File: config.mk
export PLATFORM = sky130hd
export DESIGN_NAME = intdiv_ctrl_flat
export DESIGN_NICKNAME = d
export VERILOG_FILES = /design/src/rtl/intdiv_pkg.sv /design/src/rtl/intdiv_ctrl_if.sv /design/src/rtl/intdiv_nr_step.sv /design/src/rtl/intdiv_ctrl.sv /design/src/flat_wrapper.sv
export SDC_FILE = /design/constraint.sdc
export NUM_CORES = 1
export LEC_CHECK = 0
export BUFFER_PORTS_ARGS = -buffer_cell sky130_fd_sc_hd__buf_2
export CAP_MARGIN = 20
export CORE_AREA = 2 2 87 89
export CTS_BUF_LIST = sky130_fd_sc_hd__clkbuf_4
export CTS_CLUSTER_SIZE = 40
export DETAILED_ROUTE_END_ITERATION = 10
export DIE_AREA = 0 0 89 91
export PLACE_DENSITY = 0.91
export SYNTH_ARGS = -nofsm -noshare
export SYNTH_HDL_FRONTEND = slang
export SYNTH_SLANG_ARGS = --single-unit
File: constraint.sdc
create_clock -name clk -period 3.2 [get_ports clk]
set_input_delay 0.64 -clock clk [delete_from_list [all_inputs] [get_ports clk]]
set_output_delay 0.64 -clock clk [all_outputs]
set_load 0.01 [all_outputs]
File: src/rtl/intdiv_pkg.sv
// Shared types for the radix-2 non-restoring divider controller:
// SD2 digit encodings, FSM state enum and the digit-to-operation decoder.
package intdiv_pkg;

   localparam logic [1:0] SD2_NEG1   = 2'b11;
   localparam logic [1:0] SD2_ZERO   = 2'b00;
   localparam logic [1:0] SD2_POS1_1 = 2'b01;
   localparam logic [1:0] SD2_POS1_2 = 2'b10;

   typedef enum logic [2:0] {
      S_IDLE,
      S_ITER,
      S_CONV,
      S_CORR,
      S_DONE
   } state_t;

   typedef struct packed {
      logic add;
      logic sub;
   } sd2_op_t;

   // Both POS1 encodings mean +1, so the redundant code is accepted on decode.
   function automatic sd2_op_t sd2Decode(input logic [1:0] digit);
      sd2_op_t op;
      op.add = (digit == SD2_POS1_1) || (digit == SD2_POS1_2);
      op.sub = (digit == SD2_NEG1);
      return op;
   endfunction

endpackage

File: src/rtl/intdiv_ctrl_if.sv
// Handshake, operand, result and digit-trace bundle of the divider controller.
// The slave modport is the divider side; the master modport is the requester.
interface intdiv_ctrl_if #(
   parameter int N = 8
);

   logic          i_start;
   logic [N-1:0]  i_dividend;
   logic [N-1:0]  i_divisor;
   logic          o_ready;
   logic          o_done;
   logic [N-1:0]  o_quotient;
   logic [N-1:0]  o_remainder;
   logic          o_divByZero;
   logic [1:0]    o_digit;
   logic          o_digitValid;

   modport slave (
      input  i_start,
      input  i_dividend,
      input  i_divisor,
      output o_ready,
      output o_done,
      output o_quotient,
      output o_remainder,
      output o_divByZero,
      output o_digit,
      output o_digitValid
   );

   modport master (
      output i_start,
      output i_dividend,
      output i_divisor,
      input  o_ready,
      input  o_done,
      input  o_quotient,
      input  o_remainder,
      input  o_divByZero,
      input  o_digit,
      input  o_digitValid
   );

endinterface

File: src/rtl/intdiv_nr_step.sv
// One combinational non-restoring iteration: shifts the partial remainder,
// brings in the next dividend bit and adds or subtracts the divisor.
module intdiv_nr_step
   import intdiv_pkg::*;
#(
   parameter int N = 8
) (
   input  logic [N:0]    i_r,
   input  logic          i_qMsb,
   input  logic [N-1:0]  i_d,
   output logic [N:0]    o_rNext,
   output logic [1:0]    o_digit
);

   logic [N:0] w_shifted;
   logic [N:0] w_dExt;

   // R stays within [-D, D), so dropping the old top bit in the shift is
   // harmless: the N+1-bit modular result is the true signed value.
   always_comb begin
      w_shifted = {i_r[N-1:0], i_qMsb};
      w_dExt    = {1'b0, i_d};
      o_rNext   = '0;
      o_digit   = SD2_ZERO;
      if (!i_r[N]) begin
         o_rNext = w_shifted - w_dExt;
         o_digit = SD2_POS1_1;
      end else begin
         o_rNext = w_shifted + w_dExt;
         o_digit = SD2_NEG1;
      end
   end

endmodule

File: src/rtl/intdiv_ctrl.sv
// Sequential radix-2 non-restoring divider controller: N SD2 iterations,
// SD2-to-binary conversion, remainder sign correction and a start/done handshake.
module intdiv_ctrl
   import intdiv_pkg::*;
#(
   parameter int N = 8
) (
   input  logic          clk,
   input  logic          rst,
   intdiv_ctrl_if.slave  bus
);

   localparam int CNT_W = $clog2(N);

   state_t            r_state;
   state_t            w_nextState;

   logic [N-1:0]      r_d;
   logic [N:0]        r_r;
   logic [N-1:0]      r_q;
   logic [N-1:0]      r_qp;
   logic [N-1:0]      r_qn;
   logic [N-1:0]      r_qsd;
   logic [CNT_W-1:0]  r_cnt;
   logic [1:0]        r_digit;
   logic [N-1:0]      r_quotient;
   logic [N-1:0]      r_remainder;
   logic              r_divByZero;

   logic [N:0]        w_rNext;
   logic [1:0]        w_digit;
   sd2_op_t           w_op;
   logic              w_ready;
   logic              w_done;
   logic              w_digitValid;

   intdiv_nr_step #(.N(N)) u_step (
      .i_r     (r_r),
      .i_qMsb  (r_q[N-1]),
      .i_d     (r_d),
      .o_rNext (w_rNext),
      .o_digit (w_digit)
   );

   assign w_op = sd2Decode(w_digit);

   always_ff @(posedge clk or posedge rst) begin
      if (rst) begin
         r_state <= S_IDLE;
      end else begin
         r_state <= w_nextState;
      end
   end

   always_comb begin
      w_nextState  = r_state;
      w_ready      = 1'b0;
      w_done       = 1'b0;
      w_digitValid = 1'b0;
      case (r_state)
         S_IDLE: begin
            w_ready = 1'b1;
            if (bus.i_start) begin
               w_nextState = (bus.i_divisor == '0) ? S_DONE : S_ITER;
            end
         end
         S_ITER: begin
            w_digitValid = 1'b1;
            if (r_cnt == '0) begin
               w_nextState = S_CONV;
            end
         end
         S_CONV: w_nextState = S_CORR;
         S_CORR: w_nextState = S_DONE;
         S_DONE: begin
            w_done      = 1'b1;
            w_nextState = S_IDLE;
         end
         default: w_nextState = S_IDLE;
      endcase
   end

   // Qsd only needs N bits: the corrected quotient is truncated to N bits
   // and the subtraction is exact modulo 2^N.
   always_ff @(posedge clk or posedge rst) begin
      if (rst) begin
         r_d         <= '0;
         r_r         <= '0;
         r_q         <= '0;
         r_qp        <= '0;
         r_qn        <= '0;
         r_qsd       <= '0;
         r_cnt       <= '0;
         r_digit     <= SD2_ZERO;
         r_quotient  <= '0;
         r_remainder <= '0;
         r_divByZero <= 1'b0;
      end else begin
         case (r_state)
            S_IDLE: begin
               if (bus.i_start) begin
                  r_d <= bus.i_divisor;
                  if (bus.i_divisor == '0) begin
                     r_quotient  <= '1;
                     r_remainder <= bus.i_dividend;
                     r_divByZero <= 1'b1;
                  end else begin
                     r_r   <= '0;
                     r_q   <= bus.i_dividend;
                     r_qp  <= '0;
                     r_qn  <= '0;
                     r_cnt <= CNT_W'(N - 1);
                  end
               end
            end
            S_ITER: begin
               r_r     <= w_rNext;
               r_q     <= {r_q[N-2:0], 1'b0};
               r_qp    <= {r_qp[N-2:0], w_op.add};
               r_qn    <= {r_qn[N-2:0], w_op.sub};
               r_digit <= w_digit;
               if (r_cnt != '0) begin
                  r_cnt <= r_cnt - CNT_W'(1);
               end
            end
            S_CONV: begin
               r_qsd <= r_qp - r_qn;
            end
            S_CORR: begin
               r_divByZero <= 1'b0;
               if (r_r[N]) begin
                  r_quotient  <= r_qsd - N'(1);
                  r_remainder <= r_r[N-1:0] + r_d;
               end else begin
                  r_quotient  <= r_qsd;
                  r_remainder <= r_r[N-1:0];
               end
            end
            default: begin
            end
         endcase
      end
   end

   // During ITER the trace shows the live digit; afterwards the last one is held.
   assign bus.o_digit      = (r_state == S_ITER) ? w_digit : r_digit;
   assign bus.o_digitValid = w_digitValid;
   assign bus.o_ready      = w_ready;
   assign bus.o_done       = w_done;
   assign bus.o_quotient   = r_quotient;
   assign bus.o_remainder  = r_remainder;
   assign bus.o_divByZero  = r_divByZero;

endmodule

File: src/flat_wrapper.sv
// flat-port wrapper written by rule: the top's interface ports become plain ports
module intdiv_ctrl_flat import intdiv_pkg::*;
#(
   parameter int N = 8
)
  (clk, rst, bus_i_start, bus_i_dividend, bus_i_divisor, bus_o_ready, bus_o_done, bus_o_quotient, bus_o_remainder, bus_o_divByZero, bus_o_digit, bus_o_digitValid);
  intdiv_ctrl_if #(.N(N)) bus_i ();
  input  logic clk;
  input  logic rst;
  input wire logic [$bits(bus_i.i_start)-1:0] bus_i_start;
  input wire logic [$bits(bus_i.i_dividend)-1:0] bus_i_dividend;
  input wire logic [$bits(bus_i.i_divisor)-1:0] bus_i_divisor;
  output wire logic [$bits(bus_i.o_ready)-1:0] bus_o_ready;
  output wire logic [$bits(bus_i.o_done)-1:0] bus_o_done;
  output wire logic [$bits(bus_i.o_quotient)-1:0] bus_o_quotient;
  output wire logic [$bits(bus_i.o_remainder)-1:0] bus_o_remainder;
  output wire logic [$bits(bus_i.o_divByZero)-1:0] bus_o_divByZero;
  output wire logic [$bits(bus_i.o_digit)-1:0] bus_o_digit;
  output wire logic [$bits(bus_i.o_digitValid)-1:0] bus_o_digitValid;
  assign bus_i.i_start = bus_i_start;
  assign bus_i.i_dividend = bus_i_dividend;
  assign bus_i.i_divisor = bus_i_divisor;
  assign bus_o_ready = bus_i.o_ready;
  assign bus_o_done = bus_i.o_done;
  assign bus_o_quotient = bus_i.o_quotient;
  assign bus_o_remainder = bus_i.o_remainder;
  assign bus_o_divByZero = bus_i.o_divByZero;
  assign bus_o_digit = bus_i.o_digit;
  assign bus_o_digitValid = bus_i.o_digitValid;
  intdiv_ctrl #(.N(N)) u_core (.clk(clk), .rst(rst), .bus(bus_i));
endmodule
Word level (Yosys, flattened, before mapping) --
Index checks and enable logic that the tools add are counted.
Operators by class: reductions and logical operators 12, equality and inequality tests 12, multiplexer cells 35, add/sub/neg operators 6
Operators with widths (number):
- two-way mux 8 bit | 10
- one-hot mux 8 bit (2 select lines) | 5
- two-way mux 9 bit | 3
- two-way mux 3 bit | 6
- one-hot mux 9 bit (2 select lines) | 1
- one-hot mux 3 bit (4 select lines) | 1
- adder 9 x 8 -> 9 bit | 1
- subtractor 9 x 8 -> 9 bit | 1
- adder 8 bit | 1
- zero test 8 bit | 1
- subtractor 8 x 1 -> 8 bit, second input constant | 1
- subtractor 8 bit | 1
- equality test 3 x 2 -> 1 bit, second input constant | 2
- zero test 3 bit | 2
- inequality test 2 x 1 -> 1 bit, second input constant | 3
- one-hot mux 3 bit (2 select lines) | 1
- AND reduction 3 bit | 2
- two-way mux 1 bit | 5
- equality test 2 bit, second input constant | 2
- two-way mux 2 bit | 2
- inequality test 2 bit, second input constant | 2
- AND reduction 2 bit | 2
- AND reduction 4 bit | 1
- nonzero test 2 bit | 2
- other kinds (7) | 7
Word-level totals: input port bits 19, output and inout port bits 22, flip-flop bits (word level) 74

Depth between registers and ports, before layout --
Gate-level depths: netlist (run 1).
depth in word-level cells 4, mapped depth 10, depth with buffers taken out 10

By module --
A second synthesis (run 1) with hierarchy kept.
Second synthesis, totals: cell total of the unflattened synthesis 431, area, all modules 4380.5 um^2
By module, submodules not included:
- intdiv_ctrl | cells each 358, area each 3861.2 um^2, times used 1
- intdiv_nr_step | cells each 73, area each 519.2 um^2, times used 1

Worst setup path after synthesis (run 1) --
Ideal clock, no wire load.
path type register to register, start point register u_core.r_r[8], end point register u_core.r_r[8], stages on the path, launching flop included 10, arrival time 2.655 ns, setup slack 0.419 ns, library setup time 0.126 ns, clock period less this slack 2.781 ns, cells stage by stage dfrtp_1 buf_2 buf_1 mux2_2 fa_1 a21oi_1 nor2b_1 a311o_1 o2111a_1 a221o_1
On the way: cells in the longest elaborated chain, start to end 2
RTL lines:
- from (decl) | line intdiv_ctrl.sv:19 | logic [N:0] r_r;
- from (signal assigned) | line intdiv_ctrl.sv:117 | r_r <= w_rNext;
- two-way mux 9 bit | line intdiv_nr_step.sv:25 | if (!i_r[N]) begin
- one-hot mux 9 bit (2 select lines) | line intdiv_ctrl.sv:99 | case (r_state)
No other way between the ends. A chain may end at the register's enable or synchronous reset.

Worst setup path after layout (run 1) --
start point register u_core.r_d[0], end point register u_core.r_r[8]
On the way: cells in the longest elaborated chain, start to end 3, elaborated cells on any way between the ends 4
RTL lines:
- from (decl) | line intdiv_ctrl.sv:18 | logic [N-1:0] r_d;
- from (signal assigned) | line intdiv_ctrl.sv:102 | r_d <= bus.i_divisor;
- subtractor 9 x 8 -> 9 bit or adder 9 x 8 -> 9 bit (tied branches) | line intdiv_nr_step.sv:26, intdiv_nr_step.sv:29
- two-way mux 9 bit * | line intdiv_nr_step.sv:25
- one-hot mux 9 bit (2 select lines) * | line intdiv_ctrl.sv:99
Every way passes the cells marked *; elsewhere a longest branch is shown, timed or not.

==> flow_metrics.tcl, run 1 <==
set metrics [dict create \
    run_status "completed" \
    fp-row-count 31 \
    drtIter0Drc 243 \
    yosys_most_used_dff "sky130_fd_sc_hd__dfrtp_1" \
    synth.top_cells.by_count "sky130_fd_sc_hd__dfrtp_1 (74), sky130_fd_sc_hd__nand2_1 (47), sky130_fd_sc_hd__o21ai_0 (43)" \
    postSynthCellCount 445 \
    setup.worst_path.start_class "flop" \
    synthMuxAreaShare 0.0435 \
    holdWs_ns 0.338 \
    clk_path_buf_depth 2 \
    synth-simple-area-share 0.153 \
    worstSetupStartpoint "u_core.r_d[0]" \
    critPathSlowestCell "sky130_fd_sc_hd__dfrtp_1" \
    fin_nets 532 \
    number_of_cells_after_detailed_placement 572 \
    synth_top_area_share 0.426 \
    power.switching_fraction 0.450 \
    endpoint_kind "flop" \
    internal_power_mw 3.25 \
    synth.lib_cells_used.distinct 65 \
    achievable-frequency_ghz 0.356 \
    postLayoutCoreUtil 0.673 \
    worst_path_largest_cell_delay_ns 0.44 \
    ir_drop_mv 0.465 \
    synth_async_sr_flop_share 1.00 \
    die_w_um 89 \
    cts_setup_buffers 0 \
    routedWlPerCell_um 15.5 \
    clockRootBuffer "sky130_fd_sc_hd__clkbuf_4" \
    instances_no_fill 588 \
    grtUsageTotal 0.247 \
    cts_made_buffers 9 \
    cp_top_family "compound AO/OA/AOI/OAI gates" \
    ys_ff_latch 74 \
    timing.setup.tns_ns 0 \
    core_sq_um 7140 \
    rr_worst_depth 9 \
    grt_first_pass_wirelength_um 15800 \
    via_per_inst 5.89 \
    post_synthesis_compound_gate_area_fraction 0.185 \
    power.combinational.fraction 0.585 \
    floorplan.die_area_sq_um 8100 \
    synth_top_area_cell "sky130_fd_sc_hd__dfrtp_1" \
    first_global_vias 3365 \
    final_max_slew_viol_count 0 \
    r2r_end "u_core.r_r[8]" \
    fraction_of_final_layout_cells_sized_beyond_drive_strength_1 0.174 \
    antenna_found_initial 0 \
    fin_crit_sh 0.878 \
    drt.antenna.violating_nets 0 \
    detailed_route_wl_um 9130 \
    synth_seq_area_share 0.426 \
    io_pins 41 \
    worst_clock_skew_ns 0.0133 \
    clock-sinks 74 \
    avgSynthCellArea_sq_um 9.77 \
    sequentialPowerShare 0.301 \
    leakagePower_nw 2.16 \
    crit-reg2reg-launch "u_core.r_d[0]" \
    synthesis.area_sq_um 4350 \
    synth_top_family_by_area "compound AO/OA/AOI/OAI gates" \
    dr_total_vias 3464 \
    maxCapViolations 0 \
    grt.overflow.total 0 \
    yosysWarnings 0 \
    htreeDepth 3 \
    cts.reportedPaths.clkPinSlew_ns 0.12 \
    final.fill_count 569 \
    power_frac_clock 0.114 \
    rsz0062_at_grt "false" \
    criticalPathCategory "reg2reg" \
    required_ns 3.51 \
    synth_most_common_cell "sky130_fd_sc_hd__dfrtp_1" \
    drc_violations_left 0 \
    report.final.hold_viol_count 0 \
    power_density_nw_per_um2 1230 \
    gp_routability_congestion 0.887 \
    min_path_type "in2async" \
    n_antenna_cell 0 \
    timing.critical_path.arrival_ns 3.12 \
    synth.net_count 493 \
    place_hpwl_um 6740 \
    cts_hold_buf 0 \
    timing.critical_path.fanout_max 5 \
    post_cts.resized_instances 0 \
    synth-xor-area-share 0.0564 \
    floorplan.initialDensity 0.609 \
    setup_violations 0 \
    die_h_um 91 \
    min_period_ns 2.81 \
    area_delta_synth_final_pct 10.4 \
    max_slew_margin 0.488 \
    tritoncts "yes" \
    synth_fa_ha_area_frac 0.0886 \
    path_buf_inv 1 \
    synth.area.top_cells "sky130_fd_sc_hd__dfrtp_1 (43%), sky130_fd_sc_hd__ha_1 (7.5%), sky130_fd_sc_hd__o21ai_0 (4.9%)" \
    pin_count_of_the_biggest_net_entering_global_routing 41 \
    source_to_sink_clock_delay_at_the_later_pin_of_the_worst_skew_pair_ns 0.42 \
    firstDrtPassIters 5 \
    rrSetupSlack_ns 0.39 \
    net-switching-power_mw 2.66 \
    synth_edf_count 0 \
    worst_slew_pin_slew_ns 0.767 \
    finalPower_mw 5.91 \
    cell_by_cell_listing_of_the_critical_path "inv_1 -> ha_1 -> mux2_2 -> fa_1 -> a21oi_1 -> nor2b_1 -> a311o_1 -> o2111a_1 -> a221o_1" \
    place.port_buffers 40 \
]
[flip-flops by register name (all words and copies together), names as in the netlist, 3 cells and up]
name and flops:
u_core.r_r 9, u_core.bus.o_quotient 8, u_core.bus.o_remainder 8, u_core.r_d 8, u_core.r_q 8, u_core.r_qn 8
u_core.r_qp 8, u_core.r_qsd 8, u_core.r_cnt 3, u_core.r_state 3
[area by class of cell]
type                    count  area (sq um)  area share
clock inverters             6          90.1      0.0188
inverters                  30           113      0.0234
repair buffers             46           258      0.0537
flip-flops and latches     74          1850       0.386
multi-input cells         323          2290       0.477
well taps                  99           124      0.0258
clock buffers              10          75.1      0.0156
[metrics by stage]
stage | setup slack, ns | area (sq um)
after global routing | 0.282 | 4800
after floorplan | 0.419 | 4350
after detailed placement | 0.429 | 4640
after CTS | 0.409 | 4800
after global placement | 0.481 | 4640
final | 0.391 | 4800
[per-layer routing]
metal | global-route usage | wire length, um | vias to the layer above | part of all wire
li1 | - | - | 1662 | -
met1 | 0.355 | 4190 | 1661 | 0.46
met2 | 0.364 | 4220 | 125 | 0.46
met3 | 0.0464 | 546 | 16 | 0.060
met4 | 0.108 | 180 | 0 | 0.020
met5 | 0 | 0 | - | 0
[power by group through the flow]
stage                     registers [mW]  clock network [mW]  logic, mW
after floorplan                     1.70                   0       2.67
after global placement              1.77                   0       3.27
after detailed placement            1.80                   0       3.40
after CTS                           1.78               0.678       3.44
after global routing                1.85               0.724       3.87
final                               1.78               0.671       3.46
[how the worst max path moves through the flow]
stage                    end  slack, ns  cells past startpoint
4_1_cts        u_core.r_r[8]       0.41                      9
2_1_floorplan  u_core.r_r[8]       0.42                      9
6_report       u_core.r_r[8]       0.39                      9
3_3_place_gp   u_core.r_r[8]       0.48                      9
5_1_grt        u_core.r_r[8]       0.28                      9
3_5_place_dp   u_core.r_r[8]       0.43                      9
[placed cells by master, fill, tap and decap left out, types with 3 or more instances in the layout]
| cell type | instances |
|---|---|
| sky130_fd_sc_hd__nand2b_1 | 4 |
| sky130_fd_sc_hd__nor4b_1 | 3 |
| sky130_fd_sc_hd__a31oi_1 | 3 |
| sky130_fd_sc_hd__mux2i_1 | 11 |
| sky130_fd_sc_hd__a211oi_1 | 6 |
| sky130_fd_sc_hd__inv_1 | 28 |
| sky130_fd_sc_hd__nor3_1 | 8 |
| sky130_fd_sc_hd__nand3b_1 | 3 |
| sky130_fd_sc_hd__xnor2_1 | 13 |
| sky130_fd_sc_hd__dfrtp_1 | 74 |
| sky130_fd_sc_hd__a22oi_1 | 5 |
| sky130_fd_sc_hd__a21oi_1 | 23 |
| sky130_fd_sc_hd__nor3b_1 | 4 |
| sky130_fd_sc_hd__o221ai_1 | 5 |
| sky130_fd_sc_hd__nand2_1 | 47 |
| sky130_fd_sc_hd__nor2_1 | 32 |
| sky130_fd_sc_hd__ha_1 | 26 |
| sky130_fd_sc_hd__o21ai_0 | 43 |
| sky130_fd_sc_hd__and2_1 | 3 |
| sky130_fd_sc_hd__a22o_1 | 8 |
| sky130_fd_sc_hd__buf_2 | 40 |
| sky130_fd_sc_hd__xor2_1 | 15 |
| sky130_fd_sc_hd__nand3_1 | 3 |
| sky130_fd_sc_hd__buf_4 | 5 |
| sky130_fd_sc_hd__fa_1 | 3 |
| sky130_fd_sc_hd__clkbuf_4 | 10 |
| sky130_fd_sc_hd__mux2_2 | 7 |
| sky130_fd_sc_hd__a21o_1 | 3 |
| sky130_fd_sc_hd__nor2b_1 | 5 |
[logic make-up after synthesis]
logic type	Yosys count
AND/OR/NAND/NOR	127
AO/OA/AOI/OAI	121
multiplexers	18
buffers and inverters	48
adder cells (fa/ha/maj)	29
XOR/XNOR	28
flip-flops	74
No activity file was read; power rests on OpenSTA's default activity.
==> inputs of run 2 (changes only) <==
ABC_AREA = 1   (was default)
CORE_AREA = 2 2 90 92   (was 2 2 87 89)
DIE_AREA = 0 0 92 94   (was 0 0 89 91)
PLACE_DENSITY = 0.9   (was 0.91)
==> run 2 against run 1 <==
Synthesized area increased by 6.4%. Critical path type is now reg2out. Synthesized cell count increased by 38%. Critical path depth decreased by 3. Sequential cell count unchanged. Cell count increased by 29%. Global-route usage increased by 3.4 points. Highest routed layer unchanged. Clock-buffer cell count decreased by 1.
==> flow_metrics.tcl, run 2 <==
set metrics [dict create \
    run_status "completed" \
    cts_made_buffers 9 \
    criticalPathCategory "reg2out" \
    drtIter0Drc 229 \
    source_to_sink_clock_delay_at_the_later_pin_of_the_worst_skew_pair_ns 0.45 \
    rrSetupSlack_ns 0.87 \
    synthesis.area_sq_um 4630 \
    postSynthCellCount 612 \
    cell_by_cell_listing_of_the_critical_path "nor2_4 -> nand2_1 -> inv_1 -> nand2_1 -> nand2_1 -> buf_2" \
    layout.cells.most_common "sky130_fd_sc_hd__nand2_1" \
    min_path_type "in2async" \
    largest_register "u_core.r_r" \
    timing.critical_path.arrival_ns 1.95 \
    die_w_um 92 \
    mostFrequentLayoutCells "sky130_fd_sc_hd__nand2_1 (162), sky130_fd_sc_hd__inv_1 (98), sky130_fd_sc_hd__dfrtp_1 (74), sky130_fd_sc_hd__nand3_1 (54), sky130_fd_sc_hd__nor2_1 (45)" \
    area_delta_synth_final_pct 9.11 \
    synth.area.top_cells "sky130_fd_sc_hd__dfrtp_1 (40%), sky130_fd_sc_hd__nand2_1 (13%), sky130_fd_sc_hd__inv_1 (8.0%)" \
    floorplan.initialDensity 0.608 \
    place.port_buffers 40 \
    min_period_ns 2.59 \
    power_density_nw_per_um2 1200 \
    die_h_um 94 \
    clock-sinks 74 \
    synth.lib_cells_used.distinct 31 \
    critical-path-top-cell-by-count "sky130_fd_sc_hd__nand2_1" \
    report.final.hold_viol_count 0 \
    crit-reg2reg-launch "u_core.r_d[1]" \
    routedWlPerCell_um 14.7 \
    cts_hold_buf 0 \
    finalPower_mw 6.07 \
    gp_routability_congestion 1.05 \
    maxCapViolations 0 \
    synth_async_sr_flop_share 1.00 \
    required_ns 2.56 \
    grtUsageTotal 0.281 \
    number_of_cells_after_detailed_placement 745 \
    ys_ff_latch 74 \
    achievable-frequency_ghz 0.387 \
    r2r_end "u_core.r_r[4]" \
    dr_total_vias 4171 \
    post_cts.resized_instances 0 \
    leakagePower_nw 2.74 \
    firstDrtPassIters 5 \
    yosysWarnings 0 \
    htreeDepth 3 \
    clk_path_buf_depth 2 \
    final.fill_count 657 \
    fin_crit_sh 0.808 \
    fraction_of_final_layout_cells_sized_beyond_drive_strength_1 0.144 \
    io_pins 41 \
    path_buf_inv 2 \
    synth_most_common_cell "sky130_fd_sc_hd__nand2_1" \
    synth_top_area_cell "sky130_fd_sc_hd__dfrtp_1" \
    setup_violations 0 \
    yosys_most_used_dff "sky130_fd_sc_hd__dfrtp_1" \
    n_antenna_cell 0 \
    first_global_vias 3995 \
    fin_nets 702 \
    synth_edf_count 0 \
    drt.antenna.violating_nets 0 \
    synth_top_area_share 0.400 \
    grt.overflow.total 0 \
    synth_seq_area_share 0.400 \
    avgSynthCellArea_sq_um 7.56 \
    synth.top_cells.by_count "sky130_fd_sc_hd__nand2_1 (162), sky130_fd_sc_hd__inv_1 (99), sky130_fd_sc_hd__dfrtp_1 (74)" \
    dpl_worst_slack_ns 0.903 \
    endpoint_kind "output pin" \
    fp-row-count 32 \
    rr_worst_depth 10 \
    synth.net_count 660 \
    cp_top_family "simple AND/OR/NAND/NOR gates" \
    via_per_inst 5.48 \
    detailed_route_wl_um 11200 \
    grt_first_pass_wirelength_um 18900 \
    worst_slew_pin_slew_ns 0.760 \
    timing.critical_path.fanout_max 13 \
    floorplan.die_area_sq_um 8650 \
    core_sq_um 7610 \
    cts.reportedPaths.clkPinSlew_ns 0.12 \
    timing.setup.tns_ns 0 \
    tritoncts "yes" \
    place_hpwl_um 8350 \
    antenna_found_initial 0 \
    instances_no_fill 761 \
    clockRootBuffer "sky130_fd_sc_hd__clkbuf_4" \
    max_slew_margin 0.492 \
    pin_count_of_the_biggest_net_entering_global_routing 39 \
    critPathSlowestCell "sky130_fd_sc_hd__dfrtp_1" \
    holdWs_ns 0.238 \
    worst_slack_ns 0.614 \
    ir_drop_mv 0.708 \
    drc_violations_left 0 \
    worst_path_largest_cell_delay_ns 0.45 \
    largest_register_ff_count 9 \
    rsz0062_at_grt "false" \
    final_max_slew_viol_count 0 \
    cts_setup_buffers 0 \
    setup.worst_path.start_class "flop" \
    worst_clock_skew_ns 0.0128 \
]
[run 2: worst max path at each step]
| stage | start | endpoint | slack, ns | cells past startpoint |
|---|---|---|---|---|
| 2_1_floorplan | rst | u_core.bus.o_divByZero | 0.68 | 1 |
| 3_3_place_gp | u_core.r_d[0] | u_core.r_r[4] | 0.95 | 10 |
| 3_5_place_dp | u_core.r_d[1] | u_core.r_r[4] | 0.90 | 10 |
| 4_1_cts | u_core.r_state[2] | bus_o_digit[1] | 0.67 | 6 |
| 5_1_grt | u_core.r_state[2] | bus_o_digit[1] | 0.52 | 6 |
| 6_report | u_core.r_state[2] | bus_o_digit[1] | 0.61 | 6 |
[run 2: worst reg2reg max path, delay by kind of cell (launching register included)]
family,cells,cell delay [ns]
buffers and inverters,1,0.15
AND/OR/NAND/NOR,5,0.67
AO/OA/AOI/OAI,2,0.21
flip-flops,1,0.43
adder cells (fa/ha/maj),2,0.75
[run 2: area by class of cell]
class                      instances  area (sq um)  share of cell area
inverter                         102           383              0.0758
multi-input combinational        422          2310               0.458
clock buffer                       9          67.6              0.0134
clock inverter                     7          68.8              0.0136
tap                              102           128              0.0253
sequential                        74          1850               0.367
timing repair buffer              45           238              0.0471
[run 2: report_power, final]
part / leakage [nW] / switching, mW / total, mW / internal [mW]
Combinational: 1.74 / 2.43 / 3.82 / 1.39
Sequential: 0.922 / 0.312 / 1.65 / 1.34
Clock: 0.0737 / 0.358 / 0.595 / 0.236
Total: 2.74 / 3.10 / 6.07 / 2.97
[run 2: per-layer routing]
metal	track usage	up-vias	part of all wire
li1	-	2044	-
met2	0.461	136	0.48
met5	0	-	0
met3	0.0465	19	0.052
met1	0.384	1972	0.45
met4	0.0908	0	0.018
[run 2: metrics by stage]
stage,instance area (sq um),util
4_1_cts,5050,0.664
3_5_place_dp,4910,0.646
2_1_floorplan,4630,-
6_report,5050,0.664
5_1_grt,5050,0.664
3_3_place_gp,4910,0.646
[run 2: cell families (layout without fill, tap and decap cells)]
| family | after synthesis | after routing | share of synthesized area |
|---|---|---|---|
| muxes | 2 | 2 | 0.00487 |
| AOI/OAI and AO/OA | 90 | 90 | 0.125 |
| xor gates and xnor gates | 9 | 9 | 0.0170 |
| adders and majority gates | 29 | 29 | 0.0833 |
| DFF | 74 | 74 | 0.400 |
| and+or+nand+nor | 292 | 292 | 0.269 |
| buffers and inverters | 116 | 163 | 0.100 |
==> inputs of run 3 (changes only) <==
CORE_AREA = 2 2 94 96   (was 2 2 90 92)
DIE_AREA = 0 0 96 98   (was 0 0 92 94)
PLACE_DENSITY = 0.87   (was 0.9)
clock period = 2.2 ns   (was 3.2 ns; I/O delays follow)
==> run 3 against run 2 <==
Non-clock buffer count is 12 higher. Global-route usage fell by 3.0 points. Setup slack worse by 0.57 ns. Critical endpoint is now u_core.r_r[3]. Largest cell class unchanged.
==> flow_metrics.tcl, run 3 (synthesis results as in run 2) <==
set metrics [dict create \
    detailed_route_wl_um 11200 \
    path_buf_inv 1 \
    firstDrtPassIters 5 \
    fraction_of_final_layout_cells_sized_beyond_drive_strength_1 0.171 \
    clock-sinks 74 \
    run_status "completed" \
    fin_crit_sh 0.979 \
    endpoint_kind "flop" \
    place.port_buffers 40 \
    drc_violations_left 0 \
    cp_top_family "simple AND/OR/NAND/NOR gates" \
    min_period_ns 2.15 \
    min_path_type "in2async" \
    achievable-frequency_ghz 0.464 \
    setup.worst_path.start_class "flop" \
    globalRouteMet1Util 0.319 \
    top_usage_layer "met2" \
    htreeDepth 3 \
    required_ns 2.53 \
    dr_total_vias 4296 \
    io_pins 41 \
    largest_register "u_core.r_r" \
    clockRootBuffer "sky130_fd_sc_hd__clkbuf_4" \
    criticalPathCategory "reg2reg" \
    worst_clock_skew_ns 0.0122 \
    met2_usage 0.405 \
    gp_routability_congestion 1.06 \
    clk_path_buf_depth 2 \
    worst_slew_pin_slew_ns 0.428 \
    area_of_placed_instances_sq_um 5000 \
    first_global_vias 4062 \
    ir_drop_mv 1.01 \
    grt.overflow.total 0 \
    die_w_um 96 \
    layout.cells.most_common "sky130_fd_sc_hd__nand2_1" \
    floorplan.initialDensity 0.547 \
    source_to_sink_clock_delay_at_the_later_pin_of_the_worst_skew_pair_ns 0.44 \
    area_delta_synth_final_pct 12.8 \
    drtIter0Drc 282 \
    fin_nets 714 \
    leakagePower_nw 2.81 \
    cts.reportedPaths.clkPinSlew_ns 0.13 \
    maxCapViolations 0 \
    timing.critical_path.fanout_max 6 \
    max_slew_margin 0.714 \
    drt.antenna.violating_nets 0 \
    fp-row-count 34 \
    core_sq_um 8470 \
    grtUsageTotal 0.251 \
    final_max_slew_viol_count 0 \
    cts_made_buffers 9 \
    grt_first_pass_wirelength_um 18500 \
    largest_register_ff_count 9 \
    floorplan.die_area_sq_um 9410 \
    routedWlPerCell_um 14.4 \
    timing.critical_path.arrival_ns 2.49 \
    critical-path-top-cell-by-count "sky130_fd_sc_hd__nand3_1" \
    worst_slack_ns 0.0456 \
    final_cell_area_sq_um 5220 \
    worst_path_largest_cell_delay_ns 0.42 \
    die_h_um 98 \
    pin_count_of_the_biggest_net_entering_global_routing 75 \
    place_hpwl_um 8430 \
    rrSetupSlack_ns 0.05 \
    critPathSlowestCell "sky130_fd_sc_hd__dfrtp_1" \
    mostFrequentLayoutCells "sky130_fd_sc_hd__nand2_1 (161), sky130_fd_sc_hd__inv_1 (96), sky130_fd_sc_hd__dfrtp_1 (74), sky130_fd_sc_hd__nand3_1 (53), sky130_fd_sc_hd__nor2_1 (45)" \
    antenna_found_initial 1 \
    instances_no_fill 780 \
    dpl_worst_slack_ns -0.0170 \
    cts_hold_buf 0 \
    power_density_nw_per_um2 1770 \
    setup_violations 0 \
    via_per_inst 5.51 \
    grt.met3_usage 0.0409 \
    cell_by_cell_listing_of_the_critical_path "inv_1 -> ha_2 -> nor2_1 -> xor2_1 -> ha_4 -> nand2_1 -> nand3_1 -> or2_2 -> nand3_1 -> o21ai_2" \
    number_of_cells_after_detailed_placement 760 \
    report.final.hold_viol_count 0 \
    tritoncts "yes" \
]
==> run 3: power by group <==
| group | switching [mW] | internal (mW) | total, mW |
|---|---|---|---|
| sequential | 0.473 | 1.95 | 2.43 |
| combinational | 3.58 | 2.28 | 5.85 |
| clock | 0.498 | 0.466 | 0.964 |
| total | 4.55 | 4.69 | 9.24 |
==> run 3: layout make-up <==
type,instances,area (sq um)
Antenna cell,1,2.50
Clock buffer,10,75.1
Clock inverter,6,81.3
Fill cell,713,3250
Inverter,102,387
Multi-Input combinational cell,422,2340
Sequential cell,74,1850
Tap cell,108,135
Timing Repair Buffer,57,344
==> run 3: metrics by stage <==
step	util	setup TNS, ns	power, mW	hold slack (ns)
finish	0.616	0	9.24	0.0813
floorplan	-	0	6.60	0.442
global route	0.616	-0.0731	10.1	0.119
CTS	0.610	0	9.02	0.102
detailed placement	0.591	-0.0170	8.01	0.435
global placement	0.591	0	7.77	0.433
==> run 3: per-layer routing <==
layer	share of wire	routed length, um	vias to the layer above
met3	0.054	601	49
li1	-	-	2071
met1	0.41	4650	2020
met4	0.045	505	0
met5	0	0	-
met2	0.49	5470	156
==> run 3: path summary, 6_finish.rpt <==
kind | start | to | depth (start not counted)
setup / recovery | u_core.r_d[1] | u_core.r_r[3] | 10
hold / removal | rst | u_core.r_q[5] | 3
setup reg to reg | u_core.r_d[1] | u_core.r_r[3] | 10
hold reg to reg | u_core.r_digit[0] | u_core.r_digit[0] | 1
max in group asynchronous | rst | u_core.r_d[2] | 3
min in group clk | bus_i_dividend[2] | u_core.bus.o_remainder[2] | 3
==> run 3: timing repair <==
action | CTS | global route
pin swaps | 0 | 4
endpoints found under the setup margin | 1 | 7
gates resized for setup | 0 | 11
setup buffers | 1 | 2
cloned | 0 | 0
==> run 3: worst reg2reg max path, stage by stage (launching register included) <==
cell                      delay (ns)
sky130_fd_sc_hd__dfrtp_1        0.42
sky130_fd_sc_hd__inv_1          0.09
sky130_fd_sc_hd__ha_2           0.19
sky130_fd_sc_hd__nor2_1         0.15
sky130_fd_sc_hd__xor2_1         0.26
sky130_fd_sc_hd__ha_4           0.27
sky130_fd_sc_hd__nand2_1        0.08
sky130_fd_sc_hd__nand3_1        0.11
sky130_fd_sc_hd__or2_2          0.29
sky130_fd_sc_hd__nand3_1        0.12
sky130_fd_sc_hd__o21ai_2        0.07
